## src/rtl/ft_pkg.sv

```systemverilog
// Shared fault-tolerance helpers: sign-magnitude utilities, default widths, fault-injection encoding.
package ft_pkg;

    localparam int unsigned DEF_WIDTH  = 16;
    localparam int unsigned DEF_FRAC_W = 10;
    localparam int unsigned SM_MAX_W   = 64;

    // Selects which TMR copy gets bit0 flipped on the current edge.
    typedef enum logic [1:0] {
        FLT_NONE = 2'b00,
        FLT_A    = 2'b01,
        FLT_B    = 2'b10,
        FLT_C    = 2'b11
    } flt_sel_e;

    // Bit position of the sign in a w-bit sign-magnitude word.
    function automatic int unsigned sm_sign_idx(input int unsigned w);
        return w - 1;
    endfunction

    // Collapse negative zero to all-zero; every other value passes through unchanged.
    function automatic logic [SM_MAX_W-1:0] sm_norm(input logic [SM_MAX_W-1:0] x,
                                                     input int unsigned       w);
        logic [SM_MAX_W-1:0] mag_mask;
        mag_mask = (SM_MAX_W'(1) << sm_sign_idx(w)) - SM_MAX_W'(1);
        if ((x & mag_mask) == '0) begin
            return '0;
        end
        return x;
    endfunction

endpackage

```

## src/rtl/tmr_vote.sv

```systemverilog
// Bitwise 3-way majority voter with a copy-disagreement flag.
module tmr_vote #(
    parameter int unsigned W = 1
) (
    input  logic [W-1:0] a,
    input  logic [W-1:0] b,
    input  logic [W-1:0] c,
    output logic [W-1:0] voted_c,
    output logic         mismatch_c
);

    // Majority per bit; any disagreement between copies raises the flag.
    assign voted_c    = (a & b) | (a & c) | (b & c);
    assign mismatch_c = (a != b) || (a != c);

endmodule

```

## src/rtl/tmr_operand_packer.sv

```systemverilog
// Packs a serial stream of sign-magnitude operands into N-lane frames for the adder tree.
// The fill counter is held in three voted copies so a single upset is scrubbed in one cycle.
module tmr_operand_packer
    import ft_pkg::*;
#(
    parameter int unsigned N      = 8,
    parameter int unsigned WIDTH  = DEF_WIDTH,
    parameter int unsigned FRAC_W = DEF_FRAC_W,
    parameter int unsigned CNT_W  = $clog2(N + 1)
) (
    input  logic                 clk,
    input  logic                 rst,
    input  logic                 in_valid,
    output logic                 in_ready,
    input  logic [WIDTH-1:0]     in_data,
    input  logic                 flush,
    output logic                 out_valid,
    input  logic                 out_ready,
    output logic [N*WIDTH-1:0]   out_operand,
    output logic [CNT_W-1:0]     out_lanes,
    output logic                 invalid,
    input  logic [1:0]           flt_inj
);

    localparam int unsigned FRAME_W = N * WIDTH;

    // Reject parameter sets the packer cannot represent.
    if (N < 2 || WIDTH > SM_MAX_W || FRAC_W >= WIDTH) begin : g_param_check
        $error("tmr_operand_packer: unsupported parameter set");
    end

    logic [CNT_W-1:0]   cnt_a;
    logic [CNT_W-1:0]   cnt_b;
    logic [CNT_W-1:0]   cnt_c;
    logic [CNT_W-1:0]   cnt_v;
    logic               cnt_mismatch_c;
    logic [CNT_W-1:0]   cnt_next;
    logic [CNT_W-1:0]   flip_a;
    logic [CNT_W-1:0]   flip_b;
    logic [CNT_W-1:0]   flip_c;
    logic               closed;
    logic               closed_next;
    logic [FRAME_W-1:0] fill;
    logic [FRAME_W-1:0] fill_next;
    logic [FRAME_W-1:0] merged;
    logic [FRAME_W-1:0] out_operand_next;
    logic [CNT_W-1:0]   out_lanes_next;
    logic               out_valid_next;
    logic [WIDTH-1:0]   word_c;
    logic [CNT_W-1:0]   lanes_c;
    logic               accept_c;
    logic               slot_free_c;
    logic               close_c;
    flt_sel_e           flt_sel;

    tmr_vote #(.W(CNT_W)) u_cnt_vote (
        .a          (cnt_a),
        .b          (cnt_b),
        .c          (cnt_c),
        .voted_c    (cnt_v),
        .mismatch_c (cnt_mismatch_c)
    );

    // Only a closed frame that cannot leave blocks the input side.
    assign in_ready    = !(closed && out_valid && !out_ready);
    assign accept_c    = in_valid && in_ready;
    assign slot_free_c = !out_valid || out_ready;
    assign word_c      = WIDTH'(sm_norm(SM_MAX_W'(in_data), WIDTH));
    assign lanes_c     = cnt_v + CNT_W'(accept_c);
    assign close_c     = !closed &&
                         ((accept_c && (cnt_v == CNT_W'(N - 1))) ||
                          (flush && ((cnt_v != '0) || accept_c)));

    // Post-write corruption masks for the selected counter copy.
    assign flt_sel = flt_sel_e'(flt_inj);
    assign flip_a  = (flt_sel == FLT_A) ? CNT_W'(1) : '0;
    assign flip_b  = (flt_sel == FLT_B) ? CNT_W'(1) : '0;
    assign flip_c  = (flt_sel == FLT_C) ? CNT_W'(1) : '0;

    // Fill buffer with the accepted word dropped into lane cnt.
    always_comb begin
        merged = fill;
        for (int k = 0; k < int'(N); k++) begin
            if (accept_c && (cnt_v == CNT_W'(k))) begin
                merged[k*WIDTH +: WIDTH] = word_c;
            end
        end
    end

    // Next-state: fill, close, hand off to the output slot, or hold a closed frame.
    always_comb begin
        cnt_next         = cnt_v;
        closed_next      = closed;
        fill_next        = fill;
        out_operand_next = out_operand;
        out_lanes_next   = out_lanes;
        out_valid_next   = out_valid && !out_ready;

        if (closed) begin
            if (slot_free_c) begin
                out_operand_next = fill;
                out_lanes_next   = cnt_v;
                out_valid_next   = 1'b1;
                closed_next      = 1'b0;
                fill_next        = '0;
                cnt_next         = '0;
                if (accept_c) begin
                    fill_next[WIDTH-1:0] = word_c;
                    cnt_next             = CNT_W'(1);
                end
            end
        end else if (close_c) begin
            if (slot_free_c) begin
                out_operand_next = merged;
                out_lanes_next   = lanes_c;
                out_valid_next   = 1'b1;
                fill_next        = '0;
                cnt_next         = '0;
            end else begin
                fill_next   = merged;
                cnt_next    = lanes_c;
                closed_next = 1'b1;
            end
        end else if (accept_c) begin
            fill_next = merged;
            cnt_next  = lanes_c;
        end
    end

    // State registers; all counter copies rewritten from the voted next value.
    always_ff @(posedge clk) begin
        if (rst) begin
            cnt_a       <= '0;
            cnt_b       <= '0;
            cnt_c       <= '0;
            closed      <= 1'b0;
            fill        <= '0;
            out_operand <= '0;
            out_lanes   <= '0;
            out_valid   <= 1'b0;
            invalid     <= 1'b0;
        end else begin
            cnt_a       <= cnt_next ^ flip_a;
            cnt_b       <= cnt_next ^ flip_b;
            cnt_c       <= cnt_next ^ flip_c;
            closed      <= closed_next;
            fill        <= fill_next;
            out_operand <= out_operand_next;
            out_lanes   <= out_lanes_next;
            out_valid   <= out_valid_next;
            invalid     <= cnt_mismatch_c;
        end
    end

endmodule

```

## config.mk

```make
export PLATFORM = sky130hd
export DESIGN_NAME = tmr_operand_packer
export DESIGN_NICKNAME = d
export VERILOG_FILES = /design/src/rtl/ft_pkg.sv /design/src/rtl/tmr_vote.sv /design/src/rtl/tmr_operand_packer.sv
export SDC_FILE = /design/constraint.sdc
export NUM_CORES = 1
export LEC_CHECK = 0
export CAP_MARGIN = 20
export CORE_MARGIN = 5
export CORE_UTILIZATION = 60
export CTS_CLUSTER_SIZE = 24
export DETAILED_ROUTE_END_ITERATION = 12
export DONT_BUFFER_PORTS = 1
export HOLD_SLACK_MARGIN = 0.1
export PLACE_DENSITY = 0.86
export SYNTH_ARGS = -nofsm -noshare
export SYNTH_HDL_FRONTEND = slang
export SYNTH_SLANG_ARGS = --single-unit
```

## constraint.sdc

```tcl
create_clock -name clk -period 3.9 [get_ports clk]
set_input_delay 0.39 -clock clk [delete_from_list [all_inputs] [get_ports clk]]
set_output_delay 0.39 -clock clk [all_outputs]
set_load 0.005 [all_outputs]
```

# Yosys cells after proc, flatten, opt, wreduce, memory -nomap -nowiden
# Cells that the tools add are included.
# Widths: inputs -> output; s select.
# op_classes
n_eq_ne,13
n_mux,40
bitwise,8
reduce_logical,29
add_sub_neg,1
# op_table
operator,count
$mux 128,9
$mux 16,11
$logic_not 64->1,1
$mux 4,9
$eq 4x3->1 const B,4
$logic_and 1x1->1,14
$and 4x4->4,3
$xor 4x1->4,3
$mux 1,11
$eq 4x2->1 const B,2
$ne 4x4->1,2
$or 4x4->4,2
$add 4x1->4,1
$eq 2x2->1 const B,2
$eq 4x1->1 const B,1
$logic_not 1->1,4
$logic_not 4->1,1
$logic_or 1x1->1,4
$reduce_and 2->1,2
$reduce_bool 4->1,1
$reduce_bool 3->1,1
$eq 2x1->1 const B,1
$ne 2x1->1 const B,1
$reduce_bool 2->1,1
# word_totals
inputBits,23
register_bits,275
output_inout_bits,135

# Logic depth before layout (Yosys ltp)
# Gate-level depths: netlist of run 1.
# logic_depth
word_depth,11
mapped_depth,10
mapped_depth_nobuf,10

# By module
# Synthesis of run 1 repeated with hierarchy kept, for this count alone.
# unflattened
cells_unflattened,1516
hier_area_um2,12766.0
# modules_own_cells
mod,n_inst,area_each_um2,cells_per_inst,seq_area_each_um2
tmr_operand_packer,1,12614.6,1501,5385.2
tmr_vote,1,151.4,15,0.0

# Worst setup path before layout of run 1
# OpenSTA, ideal clock, no wires.
# synth_timing
path_kind,reg-to-reg
start,register cnt_a[0]
end,register fill[111]
stages_incl_launch_ff,10
arrival_time_ns,2.102
period_less_slack_ns,2.174
setup_slack_ns,1.726
path_buffers,2
setup_ns,0.072
cell_sequence,dfxtp_1 -> ha_1 -> a211oi_2 -> inv_2 -> o21ai_4 -> a31oi_1 -> buf_6 -> o31ai_4 -> buf_4 -> o2bb2ai_1
# synth_via
elab_chain_cells,10
# synth_lines
item,line,source
from (decl),tmr_operand_packer.sv:32,logic [CNT_W-1:0] cnt_a;
from (signal assigned),tmr_operand_packer.sv:143,cnt_a <= cnt_next ^ flip_a;
$and 4x4->4,tmr_vote.sv:13,assign voted_c = (a & b) | (a & c) | (b & c);
$or 4x4->4 * (2 in series),tmr_vote.sv:13,
"parallel branches: the longest is 7 deep, another holds $mux 128",-,
to (signal assigned),tmr_operand_packer.sv:147,fill <= fill_next;
to (decl),tmr_operand_packer.sv:43,logic [FRAME_W-1:0] fill;
# Every way passes the cells marked *. The select of a mux whose other input is x is not followed.
# A chain may end at the register's enable or synchronous reset.

# Worst setup path after layout of run 1
# layout_timing
start,register cnt_a[0]
end,register fill[38]
# layout_via
elab_chain_cells,10
# layout_lines
item,line
$and 4x4->4,tmr_vote.sv:13
$or 4x4->4 * (2 in series),tmr_vote.sv:13
"parallel branches: the longest is 7 deep, another holds $mux 128",-
# Marks and branches as above.

==> metrics, run 1 <==
outcome=complete, no violations; P_leak=0.00451 uW; Worst-path clk slew=60 ps; Mapped Cells=approximately 1100; Setup CP Type=register to register; hold buffers post-CTS=18; htree depth=1; Layout area overhead=9.62%; Root Driver=clkbuf_16; ratio of cells with drive above 1 in the final layout=8.16%; Avg WL per Cell=25.1 microns; initial drt markers=just over 900; Top FF cell, synth=dfxtp_1; Worst-Skew Late Latency=550 ps; Post-Synthesis Cell Area=0.0110 sq mm; core area=0.0180 sq mm; Clock Skew=approximately 20 ps; Final period util=between 70% and 80%; Num CTS Buffers=27; Max-cap violations=0; Vias=8935; critical path arrival=3260 ps; Worst Tran Pin Value=about 1100 ps; Initial Utilization=61.0%; Worst setup EP type=register; cell row count=49; syn avg cell area=9.90 sq um; Yosys warning count=0; drc violations=0; Setup-failing EPs final=0; maximum vdd ir drop=between 0.4 and 0.5 mV; post-route setup TNS=0 ps; total gr overflow=0; R2R cell count=9; GP Congestion=0.925; Hold Path Stages=2; vias in the first global route=8350; post-CTS sizing=0; die area=~0.021 sq mm; CP required=4280 ps; FFs w/ async S/R, synth=0%; DP HPWL=19300 microns; startpoint types=register; pwr/cell area=between 500 and 600 mW/mm^2; RSZ-0062 raised after global routing=false; I/O Pins=158; IO buf count=0; postcts setup bufs=0; final wirelength=around 33000 microns; initial antenna violation count=0; Fmax achieved=0.347 GHz; Distinct cells, synth=54; nets=between 1000 and 1500; Synth Net Count=1135; Tot GR Track Use=29.5%; register area share after synthesis=49.1%; non-filler cells, final=1307; number of flops mapped to enable cells by yosys=0; Clock Path Buffers=3; antenna-violating nets left=0; # diodes=0; Max FO, Critical Path=22; largest net degree at the start of global routing=182; post-DR vias/cell=6.84; Clock Sink Count=269; Synth Register Bits=269; Max-slew headroom=27.4%; min Tclk post-route=a little under 3000 ps; first-pass GRT wire length=50500 microns; 1st-pass router iterations=6; die height=145 microns; max-slew violation count=0; min-delay worst type=input port to register; Hold Fails Final Rpt=0; CTS tree=done; placed cells=1244; DIE WIDTH=145 microns
-- synthesized netlist by cell type, types with 2 or more instances --
library cell  number  area (sq um)
o21ai_4            2          32.5
nor2b_1            2          12.5
a32oi_1           15           131
mux2_2             3          33.8
nor2_1           146           548
o21ai_0           51           255
buf_4              8          60.1
nor4_1             9          56.3
inv_1              7          26.3
nor3b_1            5          37.5
nand3_1            4          20.0
a311oi_1          32           280
nor3_1            10          50.1
a21oi_1            9          45.0
a211oi_1         101           758
nand2_2            2          12.5
o31ai_4            6           128
dfxtp_1          269          5390
nand4_1            8          50.1
ha_1               4          50.1
nor2_2             2          12.5
or3_1              4          25.0
o2bb2ai_1        112           981
buf_2             33           165
xnor2_1            2          17.5
o21ai_1            7          35.0
clkbuf_1          63           236
inv_2              3          11.3
nand2b_1           5          31.3
nand2_1           49           184
buf_1              6          22.5
mux2i_1          107          1070
-- state kept, by name (all words and copies together), names as in the netlist, named ones only --
register,count
fill,128
out_operand,128
out_lanes,4
closed,1
cnt_a,1
cnt_b,1
cnt_c,1
invalid,1
out_valid,1
-- area by class of cell --
type / instances / area (sq um)
Fill cell: 1320 / 5940
Sequential cell: 269 / 5390
Multi-Input combinational cell: 717 / 5070
Clock buffer: 37 / 783
Timing Repair Buffer: 40 / 383
Tap cell: 229 / 287
Clock inverter: 4 / 66.3
Inverter: 11 / 41.3
-- metrics by stage --
step	hold WS (ps)	util (%)	power (uW)	instance area [sq um]	setup WS, ps
4_1_cts	103	66.7	6720	12000	977
2_1_floorplan	426	-	4000	11000	1730
3_5_place_dp	441	60.9	4180	10900	1020
5_1_grt	102	66.9	6990	12000	817
6_report	107	66.9	6720	12000	1020
3_3_place_gp	438	60.8	4150	10900	1170
-- routing by layer --
layer	wire, microns	part of all wire (%)	GRT usage (%)	vias up
met5	0	0	0	-
met4	2190	6.7	17.9	0
li1	-	-	-	4077
met3	3840	12	9.79	147
met1	12400	38	37.5	4220
met2	14300	44	43.5	491
-- layout by cell type, fill, tap and decap left out, types with 3 or more instances in the layout --
cell type      count
nor2_1           146
o21ai_1            7
a32oi_1           15
nand4_1            8
ha_1               4
o21ai_0           51
clkbuf_8           7
nand3_1            4
nor3b_1            5
mux2i_1          107
clkbuf_16         27
nor4_1             8
o31ai_4            6
o2bb2ai_1        112
clkbuf_1           3
or3_1              4
a21oi_1            9
buf_4             20
a211oi_1         101
nor3_1            10
inv_2              3
dfxtp_1          269
inv_1              7
nand2b_1           5
nand2_1           49
a311oi_1          32
mux2_2             3
dlygate4sd3_1     17
-- report_power, final --
| group | total [uW] | leakage, uW | switching [uW] | internal, uW |
|---|---|---|---|---|
| registers | 3210 | 0.00219 | 215 | 3000 |
| logic | 993 | 0.00190 | 656 | 337 |
| clock network | 2510 | 0.000420 | 1050 | 1460 |
| total | 6720 | 0.00451 | 1920 | 4800 |
-- critical path, cell delays in order, from the launching register on --
cell	delay, ps
dfxtp_1	310
ha_1	200
a211oi_2	190
buf_4	220
inv_2	130
nand4_1	110
buf_4	250
a31oi_2	210
o21ai_1	890
o2bb2ai_1	210
-- final timing paths --
path | start | end | slack [ps]
setup / recovery | cnt_a[0] | fill[38] | 1020
hold / removal | in_data[12] | out_operand[28] | 110
setup reg to reg | cnt_a[0] | fill[38] | 1020
hold reg to reg | fill[119] | fill[119] | 460
-- cells by family after synthesis --
group,share of synthesized area (%)
adder cells (fa/ha/maj),0.456
flip-flops,49.1
buffers and inverters,4.90
AO/OA/AOI/OAI,25.4
AND/OR/NAND/NOR,9.88
multiplexers,10.1
XOR/XNOR,0.160
No activity file was read; power rests on OpenSTA's default activity.
==> inputs of run 2 (changes only) <==
--- a/config.mk
+++ b/config.mk
@@ -7,12 +7,12 @@
 export LEC_CHECK = 0
 export CAP_MARGIN = 20
 export CORE_MARGIN = 5
-export CORE_UTILIZATION = 60
+export CORE_UTILIZATION = 57
 export CTS_CLUSTER_SIZE = 24
 export DETAILED_ROUTE_END_ITERATION = 12
 export DONT_BUFFER_PORTS = 1
 export HOLD_SLACK_MARGIN = 0.1
-export PLACE_DENSITY = 0.86
+export PLACE_DENSITY = 0.85
 export SYNTH_ARGS = -nofsm -noshare
 export SYNTH_HDL_FRONTEND = slang
 export SYNTH_SLANG_ARGS = --single-unit
==> constraint.sdc (replaced) <==
create_clock -name clk -period 2.58 [get_ports clk]
set_input_delay 0.258 -clock clk [delete_from_list [all_inputs] [get_ports clk]]
set_output_delay 0.258 -clock clk [all_outputs]
set_load 0.005 [all_outputs]
==> metrics, run 2 (synthesis results as in run 1) <==
Num CTS Buffers=27 (unchanged); first-pass GRT wire length=50700 microns (+0.37%); final wirelength=34000 microns (+3.8%); min Tclk post-route=2410 ps (-466 ps); post-DR vias/cell=6.72 (-1.7%); P_leak=0.00470 uW (+4.1%); Max-cap violations=0 (unchanged); htree depth=1 (unchanged); Tot GR Track Use=28.7% (-0.76 points); GP Congestion=0.976 (+5.5%); hold buffers post-CTS=20 (+2); most frequent cells in the layout=269 x dfxtp_1, 146 x nor2_1, 112 x o2bb2ai_1; cell row count=50 (+2.0%); DP HPWL=20000 microns (+3.6%); startpoint types=register; Worst-path clk slew=60 ps (about the same); Hold Fails Final Rpt=92 (+92); core area=0.0188 sq mm (+4.8%); I/O Pins=158 (unchanged); drc violations=0 (unchanged); Root Driver=clkbuf_16; post-route setup TNS=0 ps (unchanged); max-slew violation count=0 (unchanged); vias in the first global route=8750 (+4.8%); commonest non-fill, non-tap cell in the layout=dfxtp_1; initial antenna violation count=0 (unchanged); initial drt markers=1063 (+15%); Setup-failing EPs final=0 (unchanged); Setup CP Type=register to register; post-route setup slack=166 ps (-854 ps); Max FO, Critical Path=50 (+130%); largest net degree at the start of global routing=145 (-20%); Worst setup EP type=register; pwr/cell area=843 mW/mm^2 (+51%); die height=149 microns (+2.4%); Vias=9232 (+3.3%); Layout area overhead=12.8%; Final period util=93.6% (+20 points); Clock Sink Count=269 (unchanged); Max-slew headroom=45.7% (+18 points); Placement Setup Slack=-4.65 ps (-1030 ps); Fmax achieved=0.414 GHz (+19%); Worst-Skew Late Latency=530 ps (-20 ps); nets=1123 (+2.7%); failing checks=hold timing; IO buf count=0 (unchanged); utilization after layout=65.7% (-1.2 points); ratio of cells with drive above 1 in the final layout=10.9% (+2.7 points); min-delay worst type=input port to register; Initial Utilization=58.2% (-2.8 points); CP required=3000 ps (-1280 ps); Clock Path Buffers=3 (unchanged); die area=0.0221 sq mm (+4.9%); maximum vdd ir drop=0.617 mV (+38%); Pwr Total=10400 uW (+55%); antenna-violating nets left=0 (unchanged); Worst Tran Pin Value=811 ps (-271 ps); outcome=finished with violations; critical path arrival=2840 ps (-420 ps); Clock Skew=20.1 ps (+0.197 ps); 1st-pass router iterations=5 (-1); Avg WL per Cell=24.8 microns (-1.3%); DIE WIDTH=149 microns (+2.4%); WHS=-208 ps (-315 ps); total gr overflow=0 (unchanged); RSZ-0062 raised after global routing=false; # diodes=0 (unchanged); Top Registers=fill x128, out_operand x128, out_lanes x4; CTS tree=done
## run 2: changes by cell type in the layout (fill, tap and decap cells not counted), sizes merged
cell,before,now
buf,23,48
bufinv,1,2
clkbuf,37,43
clkinv,2,4
clkinvlp,0,1
dlygate4sd3,17,19
inv,12,11
## run 2: path summary, 6_finish.rpt
check | from | to | slack [ps] | depth (start not counted)
worst max-delay path | cnt_a[0] | out_operand[10] | 170 | 9
worst max register to register | cnt_a[0] | out_operand[10] | 170 | 9
worst min-delay path | rst | out_operand[14] | -210 | 1
worst min register to register | fill[116] | fill[116] | 460 | 1
## run 2: worst max-delay path, cell delays in order (launching register included)
cell and delay, ps:
dfxtp_1 320, ha_1 200, a211oi_2 270, inv_2 100, nand4_1 240, buf_4 270
a41oi_4 170, buf_4 200, buf_6 230, a311oi_1 310
## run 2: where the power goes
| group | total, uW | switching, uW | internal (uW) |
|---|---|---|---|
| combinational | 1680 | 1070 | 610 |
| clock | 3900 | 1580 | 2320 |
| sequential | 4850 | 312 | 4530 |
| total | 10400 | 2960 | 7460 |
## run 2: final cells by class
class / count / area [sq um]
fillers: 1412 / 6460
flip-flops and latches: 269 / 5390
multi-input cells: 717 / 5080
clock buffers: 40 / 795
repair buffers: 70 / 651
well taps: 260 / 325
clock inverters: 7 / 95.1
inverters: 11 / 41.3
## run 2: what timing repair did
action                     in CTS  in global routing
cloned                          0                  3
setup endpoints to repair      13                102
pin swaps                       0                  4
setup buffers                   0                  3
hold endpoints to repair      157                137
resized for setup               1                  3
## run 2: metal layers
layer	vias to the layer above	routed length (microns)	global-route usage [%]
met5	-	0	0
met4	0	1840	14.7
met3	135	4170	9.69
met2	592	15000	43.4
met1	4383	13000	36.7
li1	4122	-	-
## run 2: stage by stage
stage,cell area [sq um],instances
6_report,12400,1374
5_1_grt,12400,1374
4_1_cts,12300,1366
3_5_place_dp,11200,1299
3_3_place_gp,11200,1299
2_1_floorplan,11000,1108
